--- src/rtl/grf_pkg.sv ---
// Shared sizing and types for the general register file scoreboard.
package grf_pkg;

    localparam int unsigned DATA_W = 32;
    localparam int unsigned ADDR_W = 5;
    localparam int unsigned NREG   = 32;
    localparam int unsigned CNT_W  = 6;

    typedef logic [DATA_W-1:0] regfile_t [NREG];

endpackage

--- src/rtl/grf_pending.sv ---
// Pending-producer bit per register plus a running count of pending registers.
module grf_pending #(
    parameter int unsigned NREG = grf_pkg::NREG
) (
    input  logic                        clk,
    input  logic                        rst_n,
    input  logic                        iss_en,
    input  logic [grf_pkg::ADDR_W-1:0]  iss_addr,
    input  logic                        we,
    input  logic [grf_pkg::ADDR_W-1:0]  wa,
    output logic [NREG-1:0]             pending,
    output logic [grf_pkg::CNT_W-1:0]   pend_cnt
);
    import grf_pkg::*;

    logic            set_c;
    logic            clr_c;
    logic            inc_c;
    logic            dec_c;
    logic [NREG-1:0] pending_nxt;

    // Issue is applied after writeback so a same-address issue keeps the bit set
    always_comb begin
        set_c       = iss_en && (iss_addr != '0);
        clr_c       = we && (wa != '0);
        pending_nxt = pending;
        if (clr_c) pending_nxt[wa] = 1'b0;
        if (set_c) pending_nxt[iss_addr] = 1'b1;
        inc_c = set_c && !pending[iss_addr];
        dec_c = clr_c && pending[wa] && !(set_c && (iss_addr == wa));
    end

    always_ff @(posedge clk or negedge rst_n) begin
        if (!rst_n) begin
            pending  <= '0;
            pend_cnt <= '0;
        end else begin
            pending <= pending_nxt;
            if (inc_c && !dec_c) begin
                pend_cnt <= pend_cnt + CNT_W'(1);
            end else if (dec_c && !inc_c) begin
                pend_cnt <= pend_cnt - CNT_W'(1);
            end
        end
    end

endmodule

--- src/rtl/grf_scoreboard.sv ---
// Register file with per-register pending tracking and combinational reads.
// Define GRF_BYPASS_EN to forward same-cycle writeback data to the read ports.
module grf_scoreboard #(
    parameter int unsigned DATA_W = grf_pkg::DATA_W,
    parameter int unsigned NREG   = grf_pkg::NREG
) (
    input  logic                        clk,
    input  logic                        rst_n,
    input  logic [grf_pkg::ADDR_W-1:0]  ra1,
    input  logic [grf_pkg::ADDR_W-1:0]  ra2,
    output logic [DATA_W-1:0]           rd1,
    output logic [DATA_W-1:0]           rd2,
    output logic                        rd1_rdy,
    output logic                        rd2_rdy,
    input  logic                        iss_en,
    input  logic [grf_pkg::ADDR_W-1:0]  iss_addr,
    input  logic                        we,
    input  logic [grf_pkg::ADDR_W-1:0]  wa,
    input  logic [DATA_W-1:0]           wd,
    output logic [grf_pkg::CNT_W-1:0]   pend_cnt
);
    import grf_pkg::*;

    logic [DATA_W-1:0] regs [NREG];
    logic [NREG-1:0]   pending;
    logic              wr_c;

    assign wr_c = we && (wa != '0);

    grf_pending #(.NREG(NREG)) u_pending (
        .clk      (clk),
        .rst_n    (rst_n),
        .iss_en   (iss_en),
        .iss_addr (iss_addr),
        .we       (we),
        .wa       (wa),
        .pending  (pending),
        .pend_cnt (pend_cnt)
    );

    always_ff @(posedge clk or negedge rst_n) begin
        if (!rst_n) begin
            regs <= '{default: '0};
        end else if (wr_c) begin
            regs[wa] <= wd;
        end
    end

    // Register 0 is hardwired to zero and never pending
    always_comb begin
        rd1     = '0;
        rd1_rdy = 1'b1;
        rd2     = '0;
        rd2_rdy = 1'b1;
        if (ra1 != '0) begin
            rd1     = regs[ra1];
            rd1_rdy = ~pending[ra1];
        end
        if (ra2 != '0) begin
            rd2     = regs[ra2];
            rd2_rdy = ~pending[ra2];
        end
`ifdef GRF_BYPASS_EN
        // A same-cycle issue to the written register makes it a new pending producer
        if (wr_c && (ra1 == wa)) begin
            rd1     = wd;
            rd1_rdy = ~(iss_en && (iss_addr == wa));
        end
        if (wr_c && (ra2 == wa)) begin
            rd2     = wd;
            rd2_rdy = ~(iss_en && (iss_addr == wa));
        end
`endif
    end

endmodule

--- config.mk ---
export PLATFORM = sky130hd
export DESIGN_NAME = grf_scoreboard
export DESIGN_NICKNAME = d
export VERILOG_FILES = /design/src/rtl/grf_pkg.sv /design/src/rtl/grf_pending.sv /design/src/rtl/grf_scoreboard.sv
export SDC_FILE = /design/constraint.sdc
export NUM_CORES = 2
export LEC_CHECK = 0
export CAP_MARGIN = 20
export CORE_MARGIN = 2
export CORE_UTILIZATION = 65
export DETAILED_ROUTE_END_ITERATION = 6
export PLACE_DENSITY = 0.91
export SLEW_MARGIN = 20
export SYNTH_ARGS = -nofsm -noshare
export SYNTH_HDL_FRONTEND = slang
export SYNTH_SLANG_ARGS = --single-unit
export TNS_END_PERCENT = 30
--- constraint.sdc ---
create_clock -name clk -period 9.35 [get_ports clk]
set_input_delay 0.935 -clock clk [delete_from_list [all_inputs] [get_ports clk]]
set_output_delay 0.935 -clock clk [all_outputs]
set_load 0.005 [all_outputs]
==> summary.md <==
| Metric | Value |
|---|---|
| Status | finished clean |
| Crit path cell chain | clkdlybuf4s50_1, nor2b_2, nand2b_1, buf_4, o221ai_1, a211oi_1, clkdlybuf4s50_1 |
| Most common library cells after synthesis | dfrtp_1, mux2_2, mux4_2 |
| Initial antenna violation count | 11 |
| Avg WL per Cell | 35.7 um |
| YS warnings | 0 |
| DRC errors left | 0 |
| Syn nets | 3627 |
| Mapped Avg Cell Area | 15.9 um^2 |
| Synth Register Bits | 1062 |
| # setup viols final | 0 |
| Cell count after synthesis | 3565 |
| Global-route wire length before repair | 251000 um |
| Filler Cells Inserted | 4857 |
| Ports | 128 |
| Max Fclk | 174 MHz |
| Top cell type's share of synthesized area | 47.0% |
| Top area cells in the synthesized netlist | dfrtp_1, mux4_2, mux2_2, clkbuf_1, mux2i_1 |
| HPWL Detailed | 92300 um |
| Max_slew headroom | 21.3% |
| PD cells | 223 nW/um^2 |
| Tot GR Track Use | 38.3% |
| Worst Path Arrival | 4.80 ns |
| Die H | 299 um |
| Largest net degree at the start of global routing | 183 |
| CP peak stage delay | 0.86 ns |
| Area Growth Syn to Fin | 9.63% |
| Setup tns final | 0 ns |
| Core area | 86500 um^2 |
| Vias | 37000 |
| Vias in the first global route | 38300 |
| Post-CTS setup buffer count | 0 |
| Critical Path RT | 8.42 ns |
| Row count | 108 |
| Input/output buffers | 127 |
| CTS tree | built |
| Critical path class | input pin to output pin |
| Leakage | 0.0263 uW |
| Cell area after synthesis | 56600 um^2 |
| Worst setup SP type | input pin |
| Placed Cells | 4500 |
| Max stage delay cell, worst path | a211oi_1 |
| Max-slew violations | 0 |
| Min cycle time layout | 5.73 ns |
| Top FF cell, synth | dfrtp_1 |
| Final Cell Area | 62000 um^2 |
| CTS Buffer Depth | 3 |
| Root Driver | clkbuf_16 |
| GPL Wtd Cong | 0.895 |
| Worst-Skew Late Latency | 0.68 ns |
| Top-count cell post-synth | dfrtp_1 |
| Vias per cell | 7.86 |
| Clock slew at reported path FFs | 0.06 ns |
| Starting density of the core | 65.4% |
| CTS sink cnt | 1062 |
| Worst Max-Slew Pin Slew | 1.18 ns |
| Seq. cell area | 26600 um^2 |
| Worst R2R Setup Slack | 5.71 ns |
| Share of cells above drive strength 1 | 53.9% |
| Worst VDD drop | 0.159 mV |
| Starting DRT DRC Count | 4699 |
| Synth area leader | dfrtp_1 |
| PostCTS Resize Cnt | 0 |
| Layout Nets | 3514 |
| H-tree levels | 3 |
| Overall routed net length | 168000 um |
| Final hold viol count | 0 |
| Placed instance area | 58200 um^2 |
| Worst R2R Path Depth | 12 |
| Worst Skew | 0.00771 ns |
| Antenna Nets Post-Route | 0 |
| RSZ-0062 raised after global routing | no |
| Number of max-cap violations | 0 |
| Count of cell types in the netlist | 50 |
| Hold Path Class | input pin to asynchronous set/reset pin |
| Die W | 299 um |
| Die area | 89400 um^2 |
| Post-CTS Hold Fix Bufs | 0 |
| EDFF count, synth | 0 |
| Total gr overflow | 0 |
| Synth async-reset ratio | 100% |
| Combined area of the multi-input logic cells | 28300 um^2 |
| Tcrit/Tclk final | 61.3% |
| Post-route insts no fill | 4704 |
| Sequential element share of the synthesized area | 47.0% |
| CP endpoint kind | output pin |
| Max FO, Critical Path | 12 |
| CP most frequent cell | clkdlybuf4s50_1 |
| Router iterations before antenna repair | 6 |
| Total CTS buffers | 105 |
## cells in the final DEF (no fill, tap or decap), types with 8 or more instances in the layout
master / count
dfrtp_1: 1062
mux2_2: 987
mux4_2: 605
clkbuf_16: 110
clkdlybuf4s50_1: 107
mux2i_1: 77
nor2_1: 72
a211oi_1: 64
o221ai_1: 64
buf_4: 64
o21ai_0: 42
nand2_1: 34
clkbuf_8: 31
clkinv_2: 21
nor2_4: 18
nand2_2: 17
clkbuf_1: 16
bufinv_16: 13
buf_2: 11
mux2_1: 8
## layout make-up
cell class	instances	share of cell area [%]
Inverter	3	0.0182
Clock inverter	41	0.904
Tap cell	1155	2.33
Sequential cell	1062	42.9
Multi-Input combinational cell	2082	45.6
Clock buffer	156	5.20
Timing Repair Buffer	198	3.03
Antenna cell	7	0.0283
## final timing paths
| check | startpoint | endpoint |
|---|---|---|
| worst min register to register | regs[992] | regs[992] |
| worst max register to register | u_pending.pending[23] | u_pending.pend_cnt[5] |
| max in group asynchronous | rst_n | regs[968] |
| min in group clk | regs[992] | regs[992] |
| worst min-delay path | rst_n | regs[445] |
| worst max-delay path | ra2[4] | rd2[20] |
## registers in the layout, indices dropped and copies added (netlist names)
name                count
regs                 1024
u_pending.pending      32
u_pending.pend_cnt      6
## routing by layer
layer  global-route usage [%]  wire [um]
met1                     48.9      57100
met2                     57.1      77800
met3                     13.2      21600
met4                     23.3      11500
met5                        0         71
## report_power, final
part	internal [uW]	leakage, uW	switching [uW]
logic	1810	0.0109	1190
registers	5480	0.0136	748
clock network	2740	0.00188	1880
total	10000	0.0263	3820
## stage by stage
| stage | hold WS, ns | setup WS (ns) | util (%) | power (uW) |
|---|---|---|---|---|
| after global routing | 0.296 | 3.54 | 71.7 | 14300 |
| after detailed placement | 0.383 | 3.75 | 67.3 | 9140 |
| final | 0.238 | 3.62 | 71.7 | 13900 |
| after floorplan | 0.441 | 5.46 | - | 8160 |
| after global placement | 0.376 | 3.65 | 67.3 | 8920 |
| after CTS | 0.265 | 3.69 | 71.7 | 13800 |
## cell families after synthesis
group                      after synthesis  share of synthesized area [%]
DFF                                   1062                           47.0
xor gates and xnor gates                 8                          0.124
and+or+nand+nor                        188                           1.50
AOI/OAI and AO/OA                      203                           2.67
buffers and inverters                  421                           3.30
muxes                                 1677                           45.3
adders and majority gates                6                          0.146
## worst max-delay path, delay by kind of cell
kind | cells | cell delay [ns]
buf+inv | 3 | 1.96
simple gates | 2 | 0.75
compound gates | 2 | 1.12
Note: power is estimated with default switching activity, not from simulation.
